==> src/rtl/mp_coeff_loader.sv <==
// Streams AXI-Stream coefficient words into one LUT, or into all M+1 LUTs back-to-back,
// producing a registered write strobe/address/select with error and completion reporting.
module mp_coeff_loader #(
  parameter int M           = 3,
  parameter int RESOLUTION  = 4096,
  parameter int COEFF_WIDTH = $clog2(RESOLUTION)
) (
  input  logic                   AXI_clk_i,
  input  logic                   reset_ni,
  input  logic                   start_i,
  input  logic                   all_i,
  input  logic [$clog2(M):0]     lut_sel_i,
  input  logic                   abort_i,
  input  logic [31:0]            s_tdata,
  input  logic                   s_tvalid,
  output logic                   s_tready,
  input  logic                   s_tlast,
  output logic [31:0]            coeff_data_o,
  output logic [COEFF_WIDTH-1:0] coeff_addr_o,
  output logic [$clog2(M):0]     coeff_num_o,
  output logic                   coeff_en_o,
  output logic                   busy_o,
  output logic                   done_o,
  output logic                   err_o
);

  localparam int NUM_W = $clog2(M) + 1;

  localparam logic [1:0] IDLE = 2'd0;
  localparam logic [1:0] LOAD = 2'd1;
  localparam logic [1:0] DONE = 2'd2;

  localparam logic [COEFF_WIDTH-1:0] LAST_ADDR = COEFF_WIDTH'(RESOLUTION - 1);
  localparam logic [NUM_W-1:0]       LAST_NUM  = NUM_W'(M);

  logic [1:0]             state_reg, state_next;
  logic [COEFF_WIDTH-1:0] addr_reg, addr_next;
  logic [NUM_W-1:0]       num_reg, num_next;
  logic                   all_mode_reg, all_mode_next;
  logic                   err_reg, err_next;
  logic                   handshake;
  logic                   at_end;

  // Abort withdraws ready immediately so the aborted cycle can never be accepted.
  assign s_tready  = (state_reg == LOAD) && !abort_i;
  assign handshake = s_tvalid && s_tready;
  assign at_end    = (addr_reg == LAST_ADDR);

  assign busy_o = (state_reg == LOAD);
  assign done_o = (state_reg == DONE);
  assign err_o  = err_reg;

  always_comb begin
    state_next    = state_reg;
    addr_next     = addr_reg;
    num_next      = num_reg;
    all_mode_next = all_mode_reg;
    err_next      = err_reg;
    case (state_reg)
      IDLE: begin
        if (start_i) begin
          if (all_i || (lut_sel_i <= LAST_NUM)) begin
            num_next      = all_i ? '0 : lut_sel_i;
            addr_next     = '0;
            all_mode_next = all_i;
            err_next      = 1'b0;
            state_next    = LOAD;
          end else begin
            err_next = 1'b1;
          end
        end
      end
      LOAD: begin
        if (abort_i) begin
          state_next = IDLE;
        end else if (handshake) begin
          if (at_end) begin
            // A missing tlast is flagged but the table is still taken as complete.
            if (!s_tlast) err_next = 1'b1;
            if (all_mode_reg && (num_reg < LAST_NUM)) begin
              num_next  = num_reg + 1'b1;
              addr_next = '0;
            end else begin
              state_next = DONE;
            end
          end else if (s_tlast) begin
            err_next   = 1'b1;
            state_next = IDLE;
          end else begin
            addr_next = addr_reg + 1'b1;
          end
        end
      end
      DONE:    state_next = IDLE;
      default: state_next = IDLE;
    endcase
  end

  always_ff @(posedge AXI_clk_i or negedge reset_ni) begin
    if (!reset_ni) begin
      state_reg    <= IDLE;
      addr_reg     <= '0;
      num_reg      <= '0;
      all_mode_reg <= 1'b0;
      err_reg      <= 1'b0;
    end else begin
      state_reg    <= state_next;
      addr_reg     <= addr_next;
      num_reg      <= num_next;
      all_mode_reg <= all_mode_next;
      err_reg      <= err_next;
    end
  end

  // Write port is registered: a word accepted at one edge is written during the next cycle.
  always_ff @(posedge AXI_clk_i or negedge reset_ni) begin
    if (!reset_ni) begin
      coeff_en_o   <= 1'b0;
      coeff_data_o <= '0;
      coeff_addr_o <= '0;
      coeff_num_o  <= '0;
    end else begin
      coeff_en_o <= handshake;
      if (handshake) begin
        coeff_data_o <= s_tdata;
        coeff_addr_o <= addr_reg;
        coeff_num_o  <= num_reg;
      end
    end
  end

endmodule
==> config.mk <==
export PLATFORM = sky130hd
export DESIGN_NAME = mp_coeff_loader
export DESIGN_NICKNAME = d
export VERILOG_FILES = /design/src/rtl/mp_coeff_loader.sv
export SDC_FILE = /design/constraint.sdc
export NUM_CORES = 1
export LEC_CHECK = 0
export BUFFER_PORTS_ARGS = -buffer_cell sky130_fd_sc_hd__buf_2
export CORE_MARGIN = 2
export CORE_UTILIZATION = 45
export CTS_BUF_LIST = sky130_fd_sc_hd__clkbuf_16
export DETAILED_ROUTE_END_ITERATION = 7
export PLACE_DENSITY = 0.81
export SKIP_CTS_REPAIR_TIMING = 1
export SYNTH_ARGS = -nofsm -noshare
export SYNTH_HDL_FRONTEND = slang
export SYNTH_SLANG_ARGS = --single-unit
==> constraint.sdc <==
create_clock -name AXI_clk_i -period 2.8 [get_ports AXI_clk_i]
set_input_delay 0.56 -clock AXI_clk_i [delete_from_list [all_inputs] [get_ports AXI_clk_i]]
set_output_delay 0.56 -clock AXI_clk_i [all_outputs]
set_load 0.005 [all_outputs]
After elaboration in Yosys (flattened, before gate mapping)
Cells that the tools add are included.
Cells by class
  $add $sub $neg: 2
  eq/ne operators: 16
  muxes and demuxes: 32
  reduce and logical (&&, ||, !) cells: 12
  order comparisons: 2
Operator list (count)
  two-way mux 12 bit: 7
  case mux 12 bit (2 select lines): 1
  two-way mux 3 bit: 7
  two-way mux 2 bit: 7
  AND reduction 7 bit: 2
  adder 12 x 1 -> 12 bit, second input constant: 1
  == test 12 bit, second input constant: 1
  inequality test 3 x 2 -> 1 bit, second input constant: 4
  two-way mux 1 bit: 7
  inequality test 2 x 1 -> 1 bit, second input constant: 3
  inequality test 2 bit, second input constant: 3
  case mux 3 bit (2 select lines): 1
  AND reduction 6 bit: 1
  AND reduction 5 bit: 1
  inequality test 4 x 3 -> 1 bit, second input constant: 1
  inequality test 4 bit, second input constant: 1
  case mux 2 bit (2 select lines): 1
  adder 3 x 1 -> 3 bit, second input constant: 1
  less-or-equal comparator 3 x 2 -> 1 bit, second input constant: 1
  logical AND 1 bit: 3
  < comparator 3 x 2 -> 1 bit, second input constant: 1
  inequality test 3 bit, second input constant: 1
  AND reduction 3 bit: 1
  == test 2 x 1 -> 1 bit, second input constant: 1
  6 further kinds: 6
Word-level totals
  word-level logic and storage cells: 73
  output and inout bits: 52
  bits of input ports: 42
  bits in registers: 67

Logic depth before layout (Yosys ltp)
Gate-level depths: netlist of run 1.
  depth after elaboration: 7
  mapped depth: 9
  gate-level depth less buffers: 8

Worst setup path before layout of run 1
OpenSTA, ideal clock, no wires.
  path kind: register to register
  from: register addr_reg[0]
  to: register addr_reg[2]
  library setup time: 0.095 ns
  cell stages (with the launch flop): 7
  clock period less this slack: 2.135 ns
  arrival time: 2.039 ns
  path slack: 0.665 ns
  path buffers: 0
  required time: 2.705 ns
  cell sequence: dfrtp_1 ha_1 nand3_1 or3_4 a311o_1 or3_1 o31ai_1
Between the ends
  word-level cells in the longest chain between the ends: 6
  elaborated cells between the ends (all ways): 10
  classes of those cells: add/sub: 1; eq/ne: 3; mux: 5; reduce/logical: 1
RTL lines
  start, declared: line 37  | logic [COEFF_WIDTH-1:0] addr_reg, addr_next;
  start signal, assigned: line 108  | addr_reg <= addr_next;
  adder 12 x 1 -> 12 bit: line 90  | addr_next = addr_reg + 1'b1;
  two-way mux 12 bit: line 86  | end else if (s_tlast) begin
  two-way mux 12 bit: line 77  | if (at_end) begin
  two-way mux 12 bit: line 76  | end else if (handshake) begin
  two-way mux 12 bit: line 74  | if (abort_i) begin
  case mux 12 bit (2 select lines): line 59  | case (state_reg)
Parallel ways exist; a longest one is shown, timed or not. The select of a mux whose other input is x is not followed.
A chain may end at the register's enable or synchronous reset.

Worst setup path in the final report of run 1
  from: register addr_reg[0]
  to: register addr_reg[0]
Same word-level chain as after synthesis.

==> results by group, run 1 <==
Timing
  – Skew final: 0.00296 ns
  – Hold Fails Final Rpt: 0
  – Slew Limit Headroom: 0.176
  – Fmax: 414 MHz
  – Final WS setup: around 0.39 ns
  – RSZ-0062 raised after global routing: no
  – Final setup fails: 0
  – Worst Tran Pin Value: approximately 1.2 ns
  – Fin Setup TNS: 0 ns
  – Period Utilization, post-route: 0.862
  – Crit path time final: around 2.4 ns
  – Max Transition Viols Final: 0

Finish
  – Register area: 1680 um^2
  – Layout area overhead: 32.6%
  – Final Cell Area: approximately 3900 um^2
  – Fill count: ~560
  – Antenna fix cells: 0
  – Most frequent cells in the layout: nand2_1 (154), buf_2 (93), dfrtp_1 (67)
  – Commonest non-fill, non-tap cell in the layout: nand2_1
  – Nets: roughly 470
  – Final non-filler cell total: about 500
  – Share of cells above drive strength 1: 0.284
  – Max reg flops: 32
  – Area of the multi-input gates: between 1000 and 1500 um^2

Synthesis
  – Synthesized Nets: between 300 and 400
  – Mean post-synth cell area: slightly below 9 um^2
  – Yosys cell types: 43
  – Compound-Gate Fraction of Synth Area: 0.0994
  – Simple-gate share of the synthesized area: 0.281
  – Largest family of logic cells by synthesized area: simple AND/OR/NAND/NOR gates
  – Ys Warns: 0
  – Register area share after synthesis: 0.577
  – Area share of xor/xnor cells in the synthesized design: 0.00301
  – Mux contribution to synthesized area: 0.00688
  – Mapped Area: just under 3000 um^2
  – Synth Area in Adders: 0.00861
  – Async set-reset flop share out of synthesis: 1.00
  – Count of flip-flops with a built-in enable after synthesis: 0
  – Cells after synthesis: around 330
  – Post-synth top flop: dfrtp_1
  – Yosys reg bits: 67

Placement
  – Placed insts: approximately 490
  – Detail Placement HPWL: roughly 4.7 mm
  – Placed Area: around 3500 um^2
  – Gpl congestion: ~0.86
  – Port Buf Inserts: 93
  – Pre-CTS WS: 0.398 ns

Clock tree
  – Worst-path clk slew: about 0.05 ns
  – Clk sink count: 67
  – H-tree levels: 3
  – TritonCTS Buffers: 9
  – Clk_lat worst skew: 0.32 ns
  – Root Driver: clkbuf_16
  – Maximum root-to-sink buffer count: 2
  – TritonCTS clock tree: done

Critical path
  – Worst Setup Start Kind: register
  – WS Path Type: reg -> reg
  – Largest fanout on the critical path: 9
  – CP arrival: between 2 and 3 ns
  – CP required: approximately 2.9 ns
  – CP Capture Type: register

Floorplanning
  – IO Count: 94
  – Chip width: between 80 and 90 um
  – CORE AREA: 6310 um^2
  – FP Rows: 29
  – DIE HEIGHT: around 84 um
  – Initial Util: 0.461
  – Die area: 7120 um^2

Drt
  – Drt drc: 0
  – Pre-antenna DRT Iters: 4
  – WL/cell: between 10 and 15 um
  – DRT iter0 DRCs: approximately 170
  – Drt total wl: roughly 6.8 mm
  – Routed Antenna Nets: 0
  – Vias per inst: 5.08
  – Via Count: ~2600

Global routing
  – Vias in the first global route: about 2500
  – Grt total ovfl: 0
  – Largest net degree at the start of global routing: 50
  – Gr usage total: 0.203
  – First-pass GRT wire length: 11.6 mm
  – Initial antenna violation count: 0

Power
  – Leakage: 2.11 nW
  – Max rail drop VDD: between 0.0004 and 0.0005 V
  – Pwr dens: 863 nW/um^2

Outcome
  – Outcome: complete, no violations

Job
  – Number of max-cap violations: 0

Worst hold path
  – Hold Crit Class: in -> async
-- cell usage after synthesis (3+ instances only) --
library cell	number	area [um^2]
dfrtp_1	67	1680
a31oi_1	7	43.8
clkbuf_1	11	41.3
o21ai_0	6	30.0
nor2_1	10	37.5
nand3_1	5	25.0
nand4_1	3	18.8
nand2_1	154	578
nor3_1	6	30.0
inv_1	6	22.5
a211oi_1	4	30.0
a21oi_1	7	35.0
-- where the power goes --
| group | total (mW) | switching (mW) | leakage (nW) | internal (mW) |
|---|---|---|---|---|
| Clock | 1.44 | 0.395 | 0.190 | 1.05 |
| Sequential | 1.31 | 0.137 | 0.867 | 1.18 |
| Combinational | 0.571 | 0.303 | 1.06 | 0.268 |
-- worst paths after layout --
| path | startpoint | end | slack [ns] | cells after the start |
|---|---|---|---|---|
| setup / recovery | addr_reg[0] | addr_reg[0] | 0.39 | 6 |
| hold reg to reg | coeff_data_o[0] | coeff_data_o[0] | 0.47 | 2 |
| min in group AXI_clk_i | s_tdata[1] | coeff_data_o[1] | 0.43 | 3 |
| max in group asynchronous | reset_ni | addr_reg[9] | 1.92 | 2 |
| hold / removal | reset_ni | coeff_data_o[3] | 0.18 | 1 |
| setup reg to reg | addr_reg[0] | addr_reg[0] | 0.39 | 6 |
-- through the flow --
step	hold slack, ns	power [mW]	utilization
CTS	0.189	3.37	0.611
finish	0.185	3.33	0.611
floorplan	0.264	1.59	-
global placement	0.453	1.87	0.549
global route	0.212	3.51	0.611
detailed placement	0.457	1.90	0.549
-- final cells by class --
type / count / share of cell area
Sequential cell: 67 / 0.435
Multi-Input combinational cell: 242 / 0.301
Timing Repair Buffer: 99 / 0.132
Clock buffer: 9 / 0.0584
Clock inverter: 7 / 0.0425
Tap cell: 77 / 0.0250
Inverter: 6 / 0.00584
-- worst max-delay path, stage by stage (launching register included) --
cell,delay [ns]
dfrtp_1,0.41
ha_1,0.21
nand3_1,0.16
or3_4,0.43
a311o_1,0.45
a21oi_2,0.39
mux2i_1,0.17
-- metal layers --
layer  wire, um  up-vias  GRT usage
li1           -     1272          -
met1       3060     1202      0.257
met2       3250       96      0.344
met3        419        7     0.0393
met4         80        0     0.0837
met5          0        -          0
-- cells by family (layout without fill, tap and decap cells) --
group / count (synthesis) / in the layout
AO/OA/AOI/OAI: 42 / 42
flip-flops: 67 / 67
buffers and inverters: 19 / 121
multiplexers: 2 / 2
AND/OR/NAND/NOR: 195 / 195
adder cells (fa/ha/maj): 2 / 2
XOR/XNOR: 1 / 1
(Power assumes the default switching activity.)
==> run 2: changes to the inputs <==
- clock period: 2.8 -> 2.5 ns (I/O delays scaled with it)
==> run 2 against run 1 <==
  * Clock power is 15% lower
  * Sequential power is 12% higher
  * Sequential share of layout area is 0.81 points higher
  * Largest power group is now sequential cells
  * Highest routed layer unchanged
  * Global-route usage is 0.46 points higher
  * Flip-flop and latch count stayed put
==> results by group, run 2 (same netlist as run 1, synthesis figures left out) <==
Timing
  – Max Transition Viols Final: 0 (unchanged)
  – Hold Fails Final Rpt: 0 (unchanged)
  – Skew final: 0.00303 ns (+0.0000734 ns)
  – Worst Tran Pin Value: 0.503 ns (-0.718 ns)
  – Period Utilization, post-route: 0.933 (+0.0715)
  – RSZ-0062 raised after global routing: no
  – Fmax: 429 MHz (+3.4%)
  – Slew Limit Headroom: 0.665 (+0.489)
  – Crit path time final: 2.33 ns (-0.0797 ns)
  – Fin Setup TNS: 0 ns (unchanged)
  – Final setup fails: 0 (unchanged)

Power
  – Switch share: 0.283 (+0.0321)
  – Logic pwr share: 0.194 (+0.022)
  – Switch Pwr: 0.943 mW (+13%)
  – Pint: 2.39 mW (-4.2%)
  – Clk pwr share: 0.365 (-0.069)
  – Leakage: 2.06 nW (-2.3%)
  – Max rail drop VDD: 0.000456 V (-1.2%)
  – Flop pwr share: 0.440 (+0.045)
  – Pwr dens: 880 nW/um^2 (+1.9%)

Floorplanning
  – IO Count: 94 (unchanged)
  – DIE HEIGHT: 84.4 um (unchanged)
  – Initial Util: 0.461 (unchanged)
  – FP Rows: 29 (unchanged)
  – Die area: 7120 um^2 (unchanged)
  – Chip width: 84.4 um (unchanged)
  – CORE AREA: 6310 um^2 (unchanged)

Placement
  – Detail Placement HPWL: 4.68 mm (-1.1%)
  – Gpl congestion: 0.897 (+4.6%)
  – Port Buf Inserts: 93 (unchanged)

Critical path
  – Crit path largest cell delay: 0.46 ns (about the same)
  – WS Path Type: reg -> reg
  – CP Capture Point: addr_reg[2]
  – Reg2reg start: addr_reg[0]
  – Worst Setup Start Kind: register
  – CP arrival: 2.56 ns (+0.02 ns)
  – CP Capture Type: register
  – RR Endpoint: addr_reg[2]
  – CP max-delay cell: a311o_2
  – Reg-to-reg slack, setup: 0.17 ns (-0.22 ns)
  – Crit-path cells: ha_2 -> nand3_1 -> or3_4 -> a311o_2 -> or3_1 -> o31ai_1
  – CP required: 2.73 ns (-0.20 ns)
  – Worst R2R Path Depth: 6 (unchanged)
  – Critical path launch point: addr_reg[0]
  – Largest fanout on the critical path: 6 (-3)

Global routing
  – Global-route layer with the greatest usage: met2
  – Gr usage total: 0.208 (+0.00456)
  – Met1 usage in global routing: 0.276 (+0.0187)
  – Largest net degree at the start of global routing: 68 (+36%)
  – Initial antenna violation count: 0 (unchanged)
  – Vias in the first global route: 2624 (+2.9%)
  – Met2 usage: 0.336 (-0.00794)
  – First-pass GRT wire length: 12.0 mm (+4.1%)
  – M3 GR Usage: 0.0403 (+0.000983)
  – Grt total ovfl: 0 (unchanged)

Finish
  – Post-layout util: 0.599 (-0.0111)
  – Share of cells above drive strength 1: 0.286 (+0.00233)
  – Area of the multi-input gates: 1170 um^2 (+0.97%)
  – Layout area overhead: 30.2%
  – Antenna fix cells: 0 (unchanged)
  – Nets: 469 (unchanged)
  – Register area: 1680 um^2 (unchanged)
  – Max reg flops: 32 (unchanged)
  – Most frequent cells in the layout: nand2_1 (154), buf_2 (93), dfrtp_1 (67)
  – Fill count: 567 (+2.0%)
  – Commonest non-fill, non-tap cell in the layout: nand2_1

Drt
  – WL/cell: 13.5 um (+0.73%)
  – Drt drc: 0 (unchanged)
  – Drt total wl: 6.86 mm (+0.73%)
  – DRT iter0 DRCs: 125 (-25%)
  – Pre-antenna DRT Iters: 6 (+2)
  – Routed Antenna Nets: 0 (unchanged)
  – Vias per inst: 5.16 (+1.6%)
  – Via Count: 2618 (+1.6%)

Outcome
  – Outcome: complete, no violations

Job
  – Number of max-cap violations: 0 (unchanged)

Clock tree
  – Root Driver: clkbuf_16
  – Maximum root-to-sink buffer count: 2 (unchanged)
  – H-tree levels: 3 (unchanged)
  – Clk sink count: 67 (unchanged)
  – Clk_lat worst skew: 0.32 ns (about the same)
  – TritonCTS clock tree: done
  – Worst-path clk slew: 0.05 ns (about the same)
  – TritonCTS Buffers: 9 (unchanged)

Worst hold path
  – Hold Crit Class: in -> async
[run 2: cell count changes in the layout (fill, tap and decap cells not counted), sizes merged]
cell and change:
bufinv -4, clkinvlp +3, inv +1
[run 2: final cells by class]
type                            instances  share of cell area
Clock inverter                          7              0.0185
Clock buffer                            9              0.0595
Tap cell                               77              0.0255
Timing Repair Buffer                   99               0.138
Sequential cell                        67               0.443
Inverter                                6             0.00595
Multi-Input combinational cell        242               0.309
[run 2: critical path, delay by kind of cell (launching register included)]
kind,cells,cell delay [ns]
adder cells (fa/ha/maj),1,0.21
AND/OR/NAND/NOR,3,0.97
AO/OA/AOI/OAI,2,0.65
flip-flops,1,0.40
[run 2: metal layers]
metal / routed length (um) / vias up / part of all wire
met2: 3250 / 115 / 0.47
li1: - / 1277 / -
met1: 3050 / 1216 / 0.44
met4: 86 / 0 / 0.013
met3: 475 / 10 / 0.069
met5: 0 / - / 0
[run 2: worst min path at each step]
stage                             to             start  slack (ns)  cells past startpoint
floorplan                addr_reg[0]          reset_ni        0.20                      0
global placement    coeff_data_o[29]  coeff_data_o[29]        0.45                      2
detailed placement  coeff_data_o[21]  coeff_data_o[21]        0.46                      2
CTS                 coeff_data_o[19]          reset_ni        0.20                      2
global route        coeff_data_o[19]          reset_ni        0.23                      2
finish               coeff_data_o[8]          reset_ni        0.18                      2
[run 2: power groups by stage]
| stage | Sequential, mW | Clock, mW | Combinational, mW |
|---|---|---|---|
| after detailed placement | 1.49 | 0 | 0.651 |
| after floorplan | 1.49 | 0 | 0.296 |
| after global placement | 1.47 | 0 | 0.630 |
| final | 1.47 | 1.22 | 0.647 |
| after global routing | 1.50 | 1.29 | 0.740 |
| after CTS | 1.47 | 1.24 | 0.657 |
[run 2: through the flow]
stage | instance area [um^2] | cells | power, mW | worst slack (ns) | hold slack [ns]
3_3_place_gp | 3480 | 491 | 2.10 | 0.237 | 0.452
3_5_place_dp | 3480 | 491 | 2.14 | 0.151 | 0.457
6_report | 3780 | 507 | 3.33 | 0.167 | 0.182
5_1_grt | 3780 | 507 | 3.53 | 0.00459 | 0.228
4_1_cts | 3770 | 507 | 3.37 | 0.137 | 0.204
2_1_floorplan | 2910 | 328 | 1.78 | 0.365 | 0.204
